## config.mk

```make
export PLATFORM = sky130hd
export DESIGN_NAME = store_trace_fifo
export DESIGN_NICKNAME = d
export VERILOG_FILES = /design/src/rtl/store_trace_fifo_pkg.sv /design/src/rtl/trace_sync_fifo.sv /design/src/rtl/store_trace_fifo.sv
export SDC_FILE = /design/constraint.sdc
export NUM_CORES = 1
export LEC_CHECK = 0
export CAP_MARGIN = 25
export CORE_AREA = 2 2 277 279
export DETAILED_ROUTE_END_ITERATION = 16
export DIE_AREA = 0 0 279 281
export DONT_BUFFER_PORTS = 1
export SKIP_CTS_REPAIR_TIMING = 1
export SYNTH_ARGS = -nofsm -noshare
export SYNTH_HDL_FRONTEND = slang
export SYNTH_HIERARCHICAL = 1
export SYNTH_SLANG_ARGS = --single-unit
export TNS_END_PERCENT = 50
```

## constraint.sdc

```tcl
create_clock -name clk_150MHz -period 17.6 [get_ports clk_150MHz]
set_input_delay 3.52 -clock clk_150MHz [delete_from_list [all_inputs] [get_ports clk_150MHz]]
set_output_delay 3.52 -clock clk_150MHz [all_outputs]
set_load 0.005 [all_outputs]
```

## src/rtl/store_trace_fifo_pkg.sv

```systemverilog
// Shared widths, default sizing and the trace-entry layout for the store trace queue.
package store_trace_fifo_pkg;

    localparam int DEPTH_DEF   = 16;
    localparam int STAMP_W_DEF = 16;
    localparam int OVF_W_DEF   = 8;
    localparam int ADDR_W      = 5;
    localparam int DATA_W      = 32;

    // Field order matches the packed vector held in the storage array.
    typedef struct packed {
        logic [ADDR_W-1:0]      addr;
        logic [DATA_W-1:0]      data;
        logic [STAMP_W_DEF-1:0] stamp;
    } trace_entry_t;

endpackage

```

## src/rtl/trace_sync_fifo.sv

```systemverilog
// Generic first-word-fall-through synchronous FIFO with flush; the head word is visible
// combinationally from the storage array whenever rd_valid is high.
module trace_sync_fifo #(
    parameter int DEPTH = 16,
    parameter int WIDTH = 8,
    localparam int PTR_W = $clog2(DEPTH),
    localparam int CNT_W = PTR_W + 1
) (
    input  logic             clk,
    input  logic             reset,
    input  logic             flush,
    input  logic             push,
    input  logic [WIDTH-1:0] wr_data,
    input  logic             pop_req,
    output logic             rd_valid,
    output logic [WIDTH-1:0] rd_data,
    output logic [CNT_W-1:0] count,
    output logic             full,
    output logic             empty
);

    logic [WIDTH-1:0] mem_q [DEPTH];
    logic [PTR_W-1:0] wr_ptr_q, wr_ptr_d;
    logic [PTR_W-1:0] rd_ptr_q, rd_ptr_d;
    logic [CNT_W-1:0] count_q, count_d;
    logic             do_pop;
    logic             do_push;

    always_comb begin
        do_pop   = pop_req && (count_q != '0) && !flush;
        // A full queue still accepts a write when the head leaves on the same edge.
        do_push  = push && ((count_q != CNT_W'(DEPTH)) || do_pop) && !flush;
        wr_ptr_d = wr_ptr_q;
        rd_ptr_d = rd_ptr_q;
        count_d  = count_q;
        if (flush) begin
            wr_ptr_d = '0;
            rd_ptr_d = '0;
            count_d  = '0;
        end else begin
            if (do_push) wr_ptr_d = wr_ptr_q + PTR_W'(1);
            if (do_pop)  rd_ptr_d = rd_ptr_q + PTR_W'(1);
            if (do_push && !do_pop)      count_d = count_q + CNT_W'(1);
            else if (do_pop && !do_push) count_d = count_q - CNT_W'(1);
        end
    end

    always_ff @(posedge clk) begin
        if (reset) begin
            wr_ptr_q <= '0;
            rd_ptr_q <= '0;
            count_q  <= '0;
        end else begin
            wr_ptr_q <= wr_ptr_d;
            rd_ptr_q <= rd_ptr_d;
            count_q  <= count_d;
        end
    end

    always_ff @(posedge clk) begin
        if (do_push && !reset) mem_q[wr_ptr_q] <= wr_data;
    end

    assign rd_valid = (count_q != '0);
    assign rd_data  = mem_q[rd_ptr_q];
    assign count    = count_q;
    assign full     = (count_q == CNT_W'(DEPTH));
    assign empty    = (count_q == '0);

endmodule

```

## src/rtl/store_trace_fifo.sv

```systemverilog
// Captures CPU data-memory writes with a free-running cycle stamp into a FWFT trace queue,
// counting writes dropped because the queue was full.
module store_trace_fifo
    import store_trace_fifo_pkg::*;
#(
    parameter int DEPTH   = DEPTH_DEF,
    parameter int STAMP_W = STAMP_W_DEF,
    parameter int OVF_W   = OVF_W_DEF
) (
    input  logic                   clk_150MHz,
    input  logic                   reset,
    input  logic                   memwri,
    input  logic [ADDR_W-1:0]      dataaddr,
    input  logic [DATA_W-1:0]      datainm,
    input  logic                   enable,
    input  logic                   flush,
    output logic                   out_valid,
    input  logic                   out_ready,
    output logic [ADDR_W-1:0]      out_addr,
    output logic [DATA_W-1:0]      out_data,
    output logic [STAMP_W-1:0]     out_stamp,
    output logic [$clog2(DEPTH):0] count,
    output logic                   full,
    output logic                   empty,
    output logic [OVF_W-1:0]       ovf_cnt,
    output logic                   ovf_sticky
);

    localparam int ENTRY_W = ADDR_W + DATA_W + STAMP_W;

    logic [STAMP_W-1:0] stamp_q, stamp_d;
    logic [OVF_W-1:0]   ovf_cnt_q, ovf_cnt_d;
    logic               ovf_sticky_q, ovf_sticky_d;
    logic               capture;
    logic               drop;
    logic [ENTRY_W-1:0] wr_entry;
    logic [ENTRY_W-1:0] rd_entry;

    // Handshake: the head entry transfers on a rising edge where out_valid && out_ready;
    // out_valid never depends on out_ready and the head fields hold until that transfer.
    always_comb begin
        capture      = memwri && enable && !flush;
        drop         = capture && full && !out_ready;
        wr_entry     = {dataaddr, datainm, stamp_q};
        stamp_d      = stamp_q + STAMP_W'(1);
        ovf_cnt_d    = ovf_cnt_q;
        ovf_sticky_d = ovf_sticky_q;
        if (drop) begin
            ovf_sticky_d = 1'b1;
            if (ovf_cnt_q != '1) ovf_cnt_d = ovf_cnt_q + OVF_W'(1);
        end
    end

    always_ff @(posedge clk_150MHz) begin
        if (reset) begin
            stamp_q      <= '0;
            ovf_cnt_q    <= '0;
            ovf_sticky_q <= 1'b0;
        end else begin
            stamp_q      <= stamp_d;
            ovf_cnt_q    <= ovf_cnt_d;
            ovf_sticky_q <= ovf_sticky_d;
        end
    end

    trace_sync_fifo #(
        .DEPTH (DEPTH),
        .WIDTH (ENTRY_W)
    ) u_fifo (
        .clk      (clk_150MHz),
        .reset    (reset),
        .flush    (flush),
        .push     (capture),
        .wr_data  (wr_entry),
        .pop_req  (out_ready),
        .rd_valid (out_valid),
        .rd_data  (rd_entry),
        .count    (count),
        .full     (full),
        .empty    (empty)
    );

    assign out_addr   = rd_entry[ENTRY_W-1 -: ADDR_W];
    assign out_data   = rd_entry[STAMP_W +: DATA_W];
    assign out_stamp  = rd_entry[STAMP_W-1:0];
    assign ovf_cnt    = ovf_cnt_q;
    assign ovf_sticky = ovf_sticky_q;

endmodule
```

==> summary.txt, run 1 <==
Global route
  – Total gr overflow: 0
  – Initial antenna violation count: 0
  – Met1 usage: 25.67%
  – Number of global-route vias before repair: around 17k
  – GR Util met2: between 30% and 40%
  – First-pass GRT wire length: 112.0 mm
  – Largest net degree at the start of global routing: 158
  – Global route hottest layer: met2
  – GRT Total Usage: 19.75%
  – Global-route met3 utilization: under 10%

Yosys
  – Netlist cell types: between 50 and 60
  – Mapped Nets: 1,599
  – Largest family of logic cells by synthesized area: multiplexers
  – Post-Synth Adder-Cell Area: 0.4673%
  – Synth Area in Simple Gates: 2.566%
  – Mapped Cells: 1,544
  – Mux share of post-synthesis cell area: 14.24%
  – Sequential share of the synthesized area: 77.97%
  – Avg Cell Area, Syn: 21.85 um2
  – Xor and xnor area share after synthesis: 0.4154%
  – Main synth FF type: edfxtp_1
  – Leading post-synthesis cells by cell area: edfxtp_1 (75%), mux4_2 (14%), dfxtp_1 (2.5%)
  – Syn Std Cell Area: about 34,000 um2
  – Yosys top cell by area: edfxtp_1
  – Number of synthesized flops with an enable pin: roughly 850
  – Register bit total from synthesis: 890
  – Warning count from the yosys run: 6
  – Synth Area in Compound Gates: 3.193%
  – Post-synth top area share: 75.48%
  – Fraction of registers with async set/reset: 0%

Power and ir drop
  – Combinational share of power: roughly 1.1%
  – Leakage: 11.57 nW
  – Cell internal pwr: ~3.5 mW
  – PD cells: 111.8 nW/um2
  – Switching power: 0.7913 mW
  – Power, Total: 4.246 mW
  – Sequential power share: 54.6%
  – Net Sw Frac: 18.63%
  – Clock power share: 44.4%
  – Peak VDD IR: 0.00007567 V

Status
  – Status: finished, final reports clean

Cells and area
  – Area occupied by registers: 26,310 um2
  – P&R area growth vs syn: 12.57%
  – N_diodes: 0
  – Share of layout cells above drive strength 1: between 20% and 30%
  – Commonest non-fill, non-tap cells in the layout: edfxtp_1 (848), mux4_2 (212), a22oi_1 (106)
  – Area occupied by multi-input gates: 7184 um2
  – Commonest non-fill, non-tap cell in the layout: edfxtp_1
  – Fillcell total: 5,939
  – Nets: roughly 1.6k

Routing
  – Remaining DRCs: 0
  – Avg WL per Cell: 28.61 um
  – Pre-antenna DRT Iters: 5
  – Drt via density: between 5 and 6
  – Routed WL: 75.57 mm
  – Initial DRC Count: 1,368
  – Final ANT Viol Nets: 0
  – Vias: 15.70k

Floorplan
  – Die width: 279 um
  – Row count: 101
  – Core Region: 75,440 um2
  – Initial core utilization: 44.72%
  – Ports: 113
  – Die height: 281 um
  – DIE AREA: just under 80,000 um2

Place
  – Placer Congestion: 0.7271
  – Number of port buffers: 0
  – Final HPWL DP: 36.91 mm

Clock network
  – Clock sink total: between 800 and 900
  – H-tree levels: 3
  – TritonCTS buffer count: 90
  – Root buffer cell: clkbuf_16
  – Longest Clk Path Bufs: 3
  – Clk pin slew, worst setup/hold paths: 60 ps
  – Skew-Pair Late Insertion Delay: 630 ps
  – CTS tree: done

Worst setup path
  – R2R Setup Slk: 14,320 ps
  – WP data arrival: slightly below 4000 ps
  – Buf/Inv on CP: 2
  – Critical path launch point type: flip-flop
  – CP Max Fanout: 120
  – Crit-path slowest cell: buf_12
  – Worst R2R End: u_fifo/mem_q[13][32]$_DFFE_PP_
  – RR Startpoint: u_fifo/count[4]$_SDFFE_PP0P_
  – Worst r2r path cells: 5
  – WS Path Type: flip-flop to primary output
  – CP peak stage delay: between 800 and 900 ps
  – CP required: 14,080 ps
  – CP endpoint kind: primary output
  – CP top delay family: buffers and inverters
  – Crit path cell chain: buf_4, buf_12, mux4_2, a22oi_1, nand2_1

Timing
  – Worst Max-Slew Pin Slew: 1119 ps
  – Slew margin rel.: around a quarter
  – Hold Violations, Final: 0
  – Setup violations, final: 0
  – RSZ-0062 raised after global routing: false
  – Period Utilization, post-route: 42.37%
  – Final Slew Violations: 0
  – Fmax: around 130 MHz
  – Worst Clk Skew: 21.41 ps
  – Sum Neg Setup Slack: 0 ps
  – Final min period: 7457 ps

Flow run
  – Max_cap viols: 0

Min path
  – Hold EP: ovf_sticky$_SDFFE_PP0P_
  – Min-delay worst type: flip-flop to flip-flop
  – Min-delay src: ovf_sticky$_SDFFE_PP0P_
  – Hold path depth: 2
[Yosys cell counts (2+ instances only)]
cell / number
nand2_1: 67
ha_1: 11
nor2_1: 45
or2_2: 2
clkbuf_1: 41
and3b_1: 2
or3_4: 2
or3_1: 2
and3_1: 2
inv_1: 7
a21oi_1: 17
nor3_1: 6
xnor2_1: 5
and2_1: 2
nor4_1: 6
xor2_1: 11
a22oi_1: 106
nor2b_1: 6
buf_2: 18
o21ai_0: 4
o211ai_1: 2
o31ai_1: 7
edfxtp_1: 848
nand3b_1: 3
nand4_1: 4
or4_1: 7
mux2i_1: 2
nand2b_1: 2
mux4_2: 212
nand3_1: 13
dfxtp_1: 42
buf_1: 12
buf_4: 8
[kinds of logic (layout without fill, tap and decap cells)]
kind of cell / after synthesis / count (layout)
muxes: 215 / 215
DFF: 890 / 890
AOI/OAI and AO/OA: 145 / 145
adders and majority gates: 12 / 12
and+or+nand+nor: 179 / 179
xor gates and xnor gates: 16 / 16
buffers and inverters: 87 / 206
[registers in the layout (all words and copies together), names as in the netlist, named ones only]
| name | cells |
|---|---|
| u_fifo/rd_ptr_q | 4 |
| stamp_q | 16 |
| u_fifo/wr_ptr_q | 4 |
| u_fifo/count | 5 |
| u_fifo/mem_q | 848 |
| ovf_cnt | 8 |
| ovf_sticky | 1 |
[power groups by stage]
stage / combinational, mW / sequential (mW) / clock (mW)
after floorplan: 0.0394 / 2.36 / 0
after global placement: 0.0456 / 2.36 / 0
after detailed placement: 0.0461 / 2.36 / 0
after CTS: 0.0462 / 2.32 / 1.93
after global routing: 0.0496 / 2.32 / 2.01
final: 0.0447 / 2.32 / 1.88
[worst min-delay path, delay by kind of cell (launching register included)]
family	cells	cell delay [ps]
flops	1	330
simple gates	2	150
[worst max-delay path by stage]
stage	endpoint	slack, ps	depth (start not counted)
global placement	out_stamp[7]	10560	5
floorplan	u_fifo/mem_q[0][0]$_DFFE_PP_	7420	3
global route	out_stamp[7]	9680	5
finish	out_stamp[6]	10140	5
detailed placement	out_stamp[7]	10560	5
CTS	out_stamp[7]	9910	5
[layer usage]
layer	share of wire [%]	wire length, um
met1	41	30620
met2	52	39210
met3	5.4	4073
met4	2.2	1671
met5	0	0
[through the flow]
step / utilization (%) / hold slack [ps] / cells / cell area, um2 / setup WS (ps)
floorplan: - / 465.0 / 1544 / 33740 / 7423
global placement: 46.43 / 499.8 / 2476 / 35030 / 10560
detailed placement: 46.47 / 506.6 / 2477 / 35050 / 10560
CTS: 50.34 / 514.4 / 2641 / 37980 / 9905
global route: 50.34 / 570.0 / 2641 / 37980 / 9681
finish: 50.34 / 511.9 / 2641 / 37980 / 10140
[area by class of cell]
class	instances	share of cell area, %
sequential	890	69.28
multi-input combinational	567	18.92
clock buffer	117	6.414
tap	978	3.222
clock inverter	47	1.285
timing repair buffer	35	0.8104
inverter	7	0.06918
Power figures use the tool's default switching activity.
==> run 2: changes to the inputs <==
==> constraint.sdc (replaced) <==
create_clock -name clk_150MHz -period 6.95 [get_ports clk_150MHz]
set_input_delay 1.39 -clock clk_150MHz [delete_from_list [all_inputs] [get_ports clk_150MHz]]
set_output_delay 1.39 -clock clk_150MHz [all_outputs]
set_load 0.005 [all_outputs]
==> run 2 against run 1 <==
Die area did not move; register-to-register slack lost 11000 ps; combinational power grew to 2.6 times the previous value; first-iteration DRC count up 3.4%; non-clock buffer count down 6; design area increased by 0.95%; critical endpoint is now out_stamp[10]; highest routed layer unchanged.
==> summary.txt, run 2 (synthesized netlist as in run 1, its figures left out) <==
Status
  – Status: finished, final reports clean (unchanged)

Place
  – Final HPWL DP: 36.90 mm (was 36.91 mm)
  – Worst slack at placement: 2717 ps (was 10,560 ps)
  – Number of port buffers: 0 (unchanged)
  – Placer Congestion: 0.6954 (was 0.7271)
  – Post-DP Area: 35,060 um2 (was 35,050 um2)

Clock network
  – CTS tree: done (unchanged)
  – Root buffer cell: clkbuf_16 (unchanged)
  – Longest Clk Path Bufs: 3 (unchanged)
  – Clock sink total: 890 (unchanged)
  – Clk pin slew, worst setup/hold paths: 50 ps (was 60 ps)
  – Skew-Pair Late Insertion Delay: 640 ps (was 630 ps)
  – H-tree levels: 3 (unchanged)
  – TritonCTS buffer count: 91 (was 90)

Power and ir drop
  – Peak VDD IR: 0.0001668 V (was 0.00007567 V)
  – PD cells: 290.9 nW/um2 (was 111.8 nW/um2)
  – Leakage: 11.68 nW (was 11.57 nW)

Routing
  – Pre-antenna DRT Iters: 5 (unchanged)
  – Initial DRC Count: 1,414 (was 1,368)
  – Final ANT Viol Nets: 0 (unchanged)
  – Avg WL per Cell: 27.85 um (was 28.61 um)
  – Vias: 15.52k (was 15.70k)
  – Routed WL: 73.57 mm (was 75.57 mm)
  – Remaining DRCs: 0 (unchanged)
  – Drt via density: 5.873 (was 5.945)

Timing
  – RSZ-0062 raised after global routing: false (unchanged)
  – Fmax: between 200 and 250 MHz
  – Setup violations, final: 0 (unchanged)
  – Hold Violations, Final: 0 (unchanged)
  – Final Slew Violations: 0 (unchanged)
  – Hold WS: 516.0 ps (was 511.9 ps)
  – Slew margin rel.: 29.70% (was 25.41%)
  – Final min period: 4675 ps
  – Worst Clk Skew: 26.77 ps (was 21.41 ps)
  – Worst Max-Slew Pin Slew: 1054 ps (was 1119 ps)
  – Final worst setup slack: 2275 ps (was 10,140 ps)
  – Period Utilization, post-route: 67.26%

Global route
  – GRT Total Usage: 19.01% (was 19.75%)
  – Total gr overflow: 0 (unchanged)
  – First-pass GRT wire length: 108.4 mm (was 112.0 mm)
  – Largest net degree at the start of global routing: 85 (was 158)
  – Number of global-route vias before repair: 16.05k (was 16.62k)
  – Initial antenna violation count: 0 (unchanged)

Cells and area
  – Commonest non-fill, non-tap cell in the layout: edfxtp_1 (unchanged)
  – Commonest non-fill, non-tap cells in the layout: edfxtp_1 (848), mux4_2 (212), a22oi_1 (106) (unchanged)
  – Nets: 1,641 (was 1,646)
  – Post-route cell area: 38,340 um2 (was 37,980 um2)
  – Largest register FFs: 848 (unchanged)
  – Share of layout cells above drive strength 1: 25.00% (was 24.83%)
  – Reg with most FFs: u_fifo/mem_q (unchanged)
  – Final Util: 50.82% (was 50.34%)
  – P&R area growth vs syn: 13.64% (was 12.57%)
  – N_diodes: 0 (unchanged)

Floorplan
  – DIE AREA: 78,400 um2 (unchanged)
  – Initial core utilization: 44.72% (unchanged)
  – Core Region: 75,440 um2 (unchanged)
  – Ports: 113 (unchanged)
  – Die width: 279 um (unchanged)
  – Die height: 281 um (unchanged)
  – Row count: 101 (unchanged)

Worst setup path
  – CP endpoint kind: primary output (unchanged)
  – Critical path launch point type: flip-flop (unchanged)
  – R2R Setup Slk: 3780 ps (was 14,320 ps)
  – CP required: 5560 ps (was 14,080 ps)
  – WS Path Type: flip-flop to primary output (unchanged)
  – WP data arrival: 3280 ps (was 3940 ps)
  – CP Max Fanout: 84 (was 120)

Min path
  – Min-delay worst type: flip-flop to flip-flop (unchanged)

Flow run
  – Max_cap viols: 0 (unchanged)
-- run 2: final timing paths --
path | depth (start not counted) | start | to
worst min-delay path | 2 | u_fifo/wr_ptr_q[1]$_SDFFE_PP0N_ | u_fifo/wr_ptr_q[1]$_SDFFE_PP0N_
worst max-delay path | 4 | flip-flop | out_stamp[10]
worst max register to register | 5 | u_fifo/count[1]$_SDFFE_PP0P_ | u_fifo/mem_q[2][24]$_DFFE_PP_
worst min register to register | 2 | u_fifo/wr_ptr_q[1]$_SDFFE_PP0N_ | u_fifo/wr_ptr_q[1]$_SDFFE_PP0N_
-- run 2: layout make-up --
class / instances / area [um2]
clock inverters: 64 / 848.3
multi-input cells: 567 / 7202
repair buffers: 29 / 347.8
flip-flops and latches: 890 / 26310
fillers: 5809 / 37100
clock buffers: 107 / 2380
inverters: 7 / 26.28
well taps: 978 / 1224
-- run 2: per-stage QoR --
| step | instances | power, mW | TNS, ps |
|---|---|---|---|
| floorplan | 1544 | 6.076 | -34380 |
| global placement | 2467 | 6.100 | 0 |
| detailed placement | 2469 | 6.101 | 0 |
| CTS | 2640 | 11.27 | 0 |
| global route | 2642 | 11.49 | 0 |
| finish | 2642 | 11.15 | 0 |
-- run 2: power by group --
group / internal (mW) / switching [mW] / leakage (nW) / total [mW]
sequential: 5.85 / 0.0129 / 8.03 / 5.87
combinational: 0.0584 / 0.0598 / 2.09 / 0.118
clock: 3.14 / 2.03 / 1.56 / 5.17
-- run 2: critical path, stage by stage (launching register included) --
cell and delay, ps:
dfxtp_4 950, buf_12 450, mux4_2 390, a22oi_1 440, nand2_1 180
-- run 2: routing by layer --
| layer | part of all wire, % | wire (um) | GRT usage (%) | up-vias |
|---|---|---|---|---|
| met5 | 0 | 0 | 0 | - |
| met4 | 1.9 | 1394 | 5.514 | 0 |
| met3 | 6.2 | 4593 | 3.816 | 86 |
| met2 | 51 | 37360 | 32.07 | 400 |
| met1 | 41 | 30230 | 25.22 | 8425 |
| li1 | - | - | - | 6606 |
==> run 3: changes to the inputs <==
==> constraint.sdc (replaced) <==
create_clock -name clk_150MHz -period 3.9 [get_ports clk_150MHz]
set_input_delay 0.78 -clock clk_150MHz [delete_from_list [all_inputs] [get_ports clk_150MHz]]
set_output_delay 0.78 -clock clk_150MHz [all_outputs]
set_load 0.005 [all_outputs]
==> run 3 against run 2 <==
Sequential cell count unchanged; routed wire length increased by 1.2%; core utilization rose by 0.17 points; sequential power rose by 79%; sequential share of layout area down 0.23 points; first-iteration DRC count is 6.6% lower; largest cell class unchanged; highest routed layer unchanged.
==> summary.txt, run 3 (synthesized netlist as in run 1, its figures left out) <==
Global route
  – GRT Total Usage: 19.24% (was 19.01%)
  – First-pass GRT wire length: 108.8 mm (was 108.4 mm)
  – Total gr overflow: 0 (unchanged)
  – Largest net degree at the start of global routing: 73 (was 85)
  – Number of global-route vias before repair: 16.30k (was 16.05k)
  – Initial antenna violation count: 0 (unchanged)

Worst setup path
  – CP peak stage delay: 560 ps (was 950 ps)
  – CP required: 3120 ps (was 5560 ps)
  – Critical path launch point type: flip-flop (unchanged)
  – Crit-path slowest cell: dfxtp_4 (unchanged)
  – CP top delay family: buffers and inverters (was flip-flops)
  – WP depth: 5 (was 4)
  – WP data arrival: 2710 ps (was 3280 ps)
  – Buf/Inv on CP: 2 (was 1)
  – Worst r2r path cells: 10 (was 5)
  – WS Path Type: flip-flop to primary output (unchanged)
  – CP endpoint kind: primary output (unchanged)
  – CP Max Fanout: 32 (was 84)
  – Crit path cell chain: buf_12, buf_4, mux4_2, a22oi_1, nand2_1 (was buf_12, mux4_2, a22oi_1, nand2_1)

Place
  – Placer Congestion: 0.6978 (was 0.6954)
  – Final HPWL DP: 38.25 mm (was 36.90 mm)
  – Number of port buffers: 0 (unchanged)
  – Worst slack at placement: 831.7 ps (was 2717 ps)
  – Post-DP Area: 35,620 um2 (was 35,060 um2)

Routing
  – Drt via density: 5.898 (was 5.873)
  – Routed WL: 74.46 mm (was 73.57 mm)
  – Vias: 15.68k (was 15.52k)
  – Final ANT Viol Nets: 0 (unchanged)
  – Avg WL per Cell: 28.01 um (was 27.85 um)
  – Remaining DRCs: 0 (unchanged)
  – Initial DRC Count: 1,320 (was 1,414)
  – Pre-antenna DRT Iters: 5 (unchanged)

Cells and area
  – Commonest non-fill, non-tap cell in the layout: edfxtp_1 (unchanged)
  – Fillcell total: 5,818 (was 5,809)
  – Final Util: 50.99% (was 50.82%)
  – Post-route cell area: 38,470 um2 (was 38,340 um2)
  – Share of layout cells above drive strength 1: 25.60% (was 25.00%)
  – P&R area growth vs syn: 14.02% (was 13.64%)
  – Largest register FFs: 848 (unchanged)
  – Reg with most FFs: u_fifo/mem_q (unchanged)
  – Nets: 1,666 (was 1,641)
  – N_diodes: 0 (unchanged)
  – Commonest non-fill, non-tap cells in the layout: edfxtp_1 (848), mux4_2 (212), a22oi_1 (106) (unchanged)

Timing
  – Final Slew Violations: 0 (unchanged)
  – Setup violations, final: 0 (unchanged)
  – Fmax: 286.8 MHz
  – Hold Violations, Final: 0 (unchanged)
  – Final min period: roughly 3500 ps
  – Hold WS: 213.1 ps (was 516.0 ps)
  – Final worst setup slack: 413.3 ps (was 2275 ps)
  – Worst Clk Skew: 21.98 ps (was 26.77 ps)
  – Worst Max-Slew Pin Slew: 907.5 ps (was 1054 ps)
  – RSZ-0062 raised after global routing: false (unchanged)
  – Slew margin rel.: 39.03% (was 29.70%)
  – Period Utilization, post-route: about 89%

Floorplan
  – Initial core utilization: 44.72% (unchanged)
  – DIE AREA: 78,400 um2 (unchanged)
  – Core Region: 75,440 um2 (unchanged)
  – Die width: 279 um (unchanged)
  – Ports: 113 (unchanged)
  – Die height: 281 um (unchanged)
  – Row count: 101 (unchanged)

Clock network
  – Clock sink total: 890 (unchanged)
  – CTS tree: done (unchanged)
  – Root buffer cell: clkbuf_16 (unchanged)
  – Skew-Pair Late Insertion Delay: 630 ps (was 640 ps)
  – Clk pin slew, worst setup/hold paths: 60 ps (was 50 ps)
  – Longest Clk Path Bufs: 3 (unchanged)
  – H-tree levels: 3 (unchanged)
  – TritonCTS buffer count: 90 (was 91)

Status
  – Status: finished, final reports clean (unchanged)

Power and ir drop
  – Peak VDD IR: 0.0003176 V (was 0.0001668 V)
  – PD cells: 494.1 nW/um2 (was 290.9 nW/um2)
  – Leakage: 11.72 nW (was 11.68 nW)

Flow run
  – Max_cap viols: 0 (unchanged)

Min path
  – Min-delay worst type: input port to flip-flop (was flip-flop to flip-flop)
  – Hold path depth: 1 (was 2)
-- run 3: worst paths after layout --
check | start | to | slack (ps)
setup / recovery | flip-flop | out_data[6] | 410
setup reg to reg | u_fifo/count[0]$_SDFFE_PP0P_ | u_fifo/count[3]$_SDFFE_PP0P_ | 890
hold reg to reg | ovf_sticky$_SDFFE_PP0P_ | ovf_sticky$_SDFFE_PP0P_ | 500
hold / removal | reset | ovf_cnt[0]$_SDFFE_PP0P_ | 210
-- run 3: cell type report --
cell class	count	area, um2	share of cell area [%]
Clock buffer	112	2386	6.202
Clock inverter	49	467.9	1.216
Inverter	7	26.28	0.06830
Multi-Input combinational cell	567	7217	18.76
Sequential cell	890	26310	68.40
Tap cell	978	1224	3.181
Timing Repair Buffer	55	835.8	2.173
-- run 3: through the flow --
stage	cells	TNS, ps	power (mW)
2_1_floorplan	1544	-188850	10.83
3_3_place_gp	2496	0	10.87
3_5_place_dp	2497	0	10.88
4_1_cts	2658	0	19.20
5_1_grt	2658	0	19.57
6_report	2658	0	19.01
-- run 3: power by group --
part	internal, mW	switching [mW]	leakage (nW)
combinational	0.110	0.105	2.29
sequential	10.4	0.0217	8.03
clock	4.87	3.47	1.40
total	15.4	3.59	11.7
-- run 3: per-layer routing --
metal	global-route usage, %	up-vias	routed length [um]
met1	24.83	8491	30080
met2	33.88	439	38950
met5	0	-	0
li1	-	6652	-
met3	3.334	95	4124
met4	5.045	0	1309
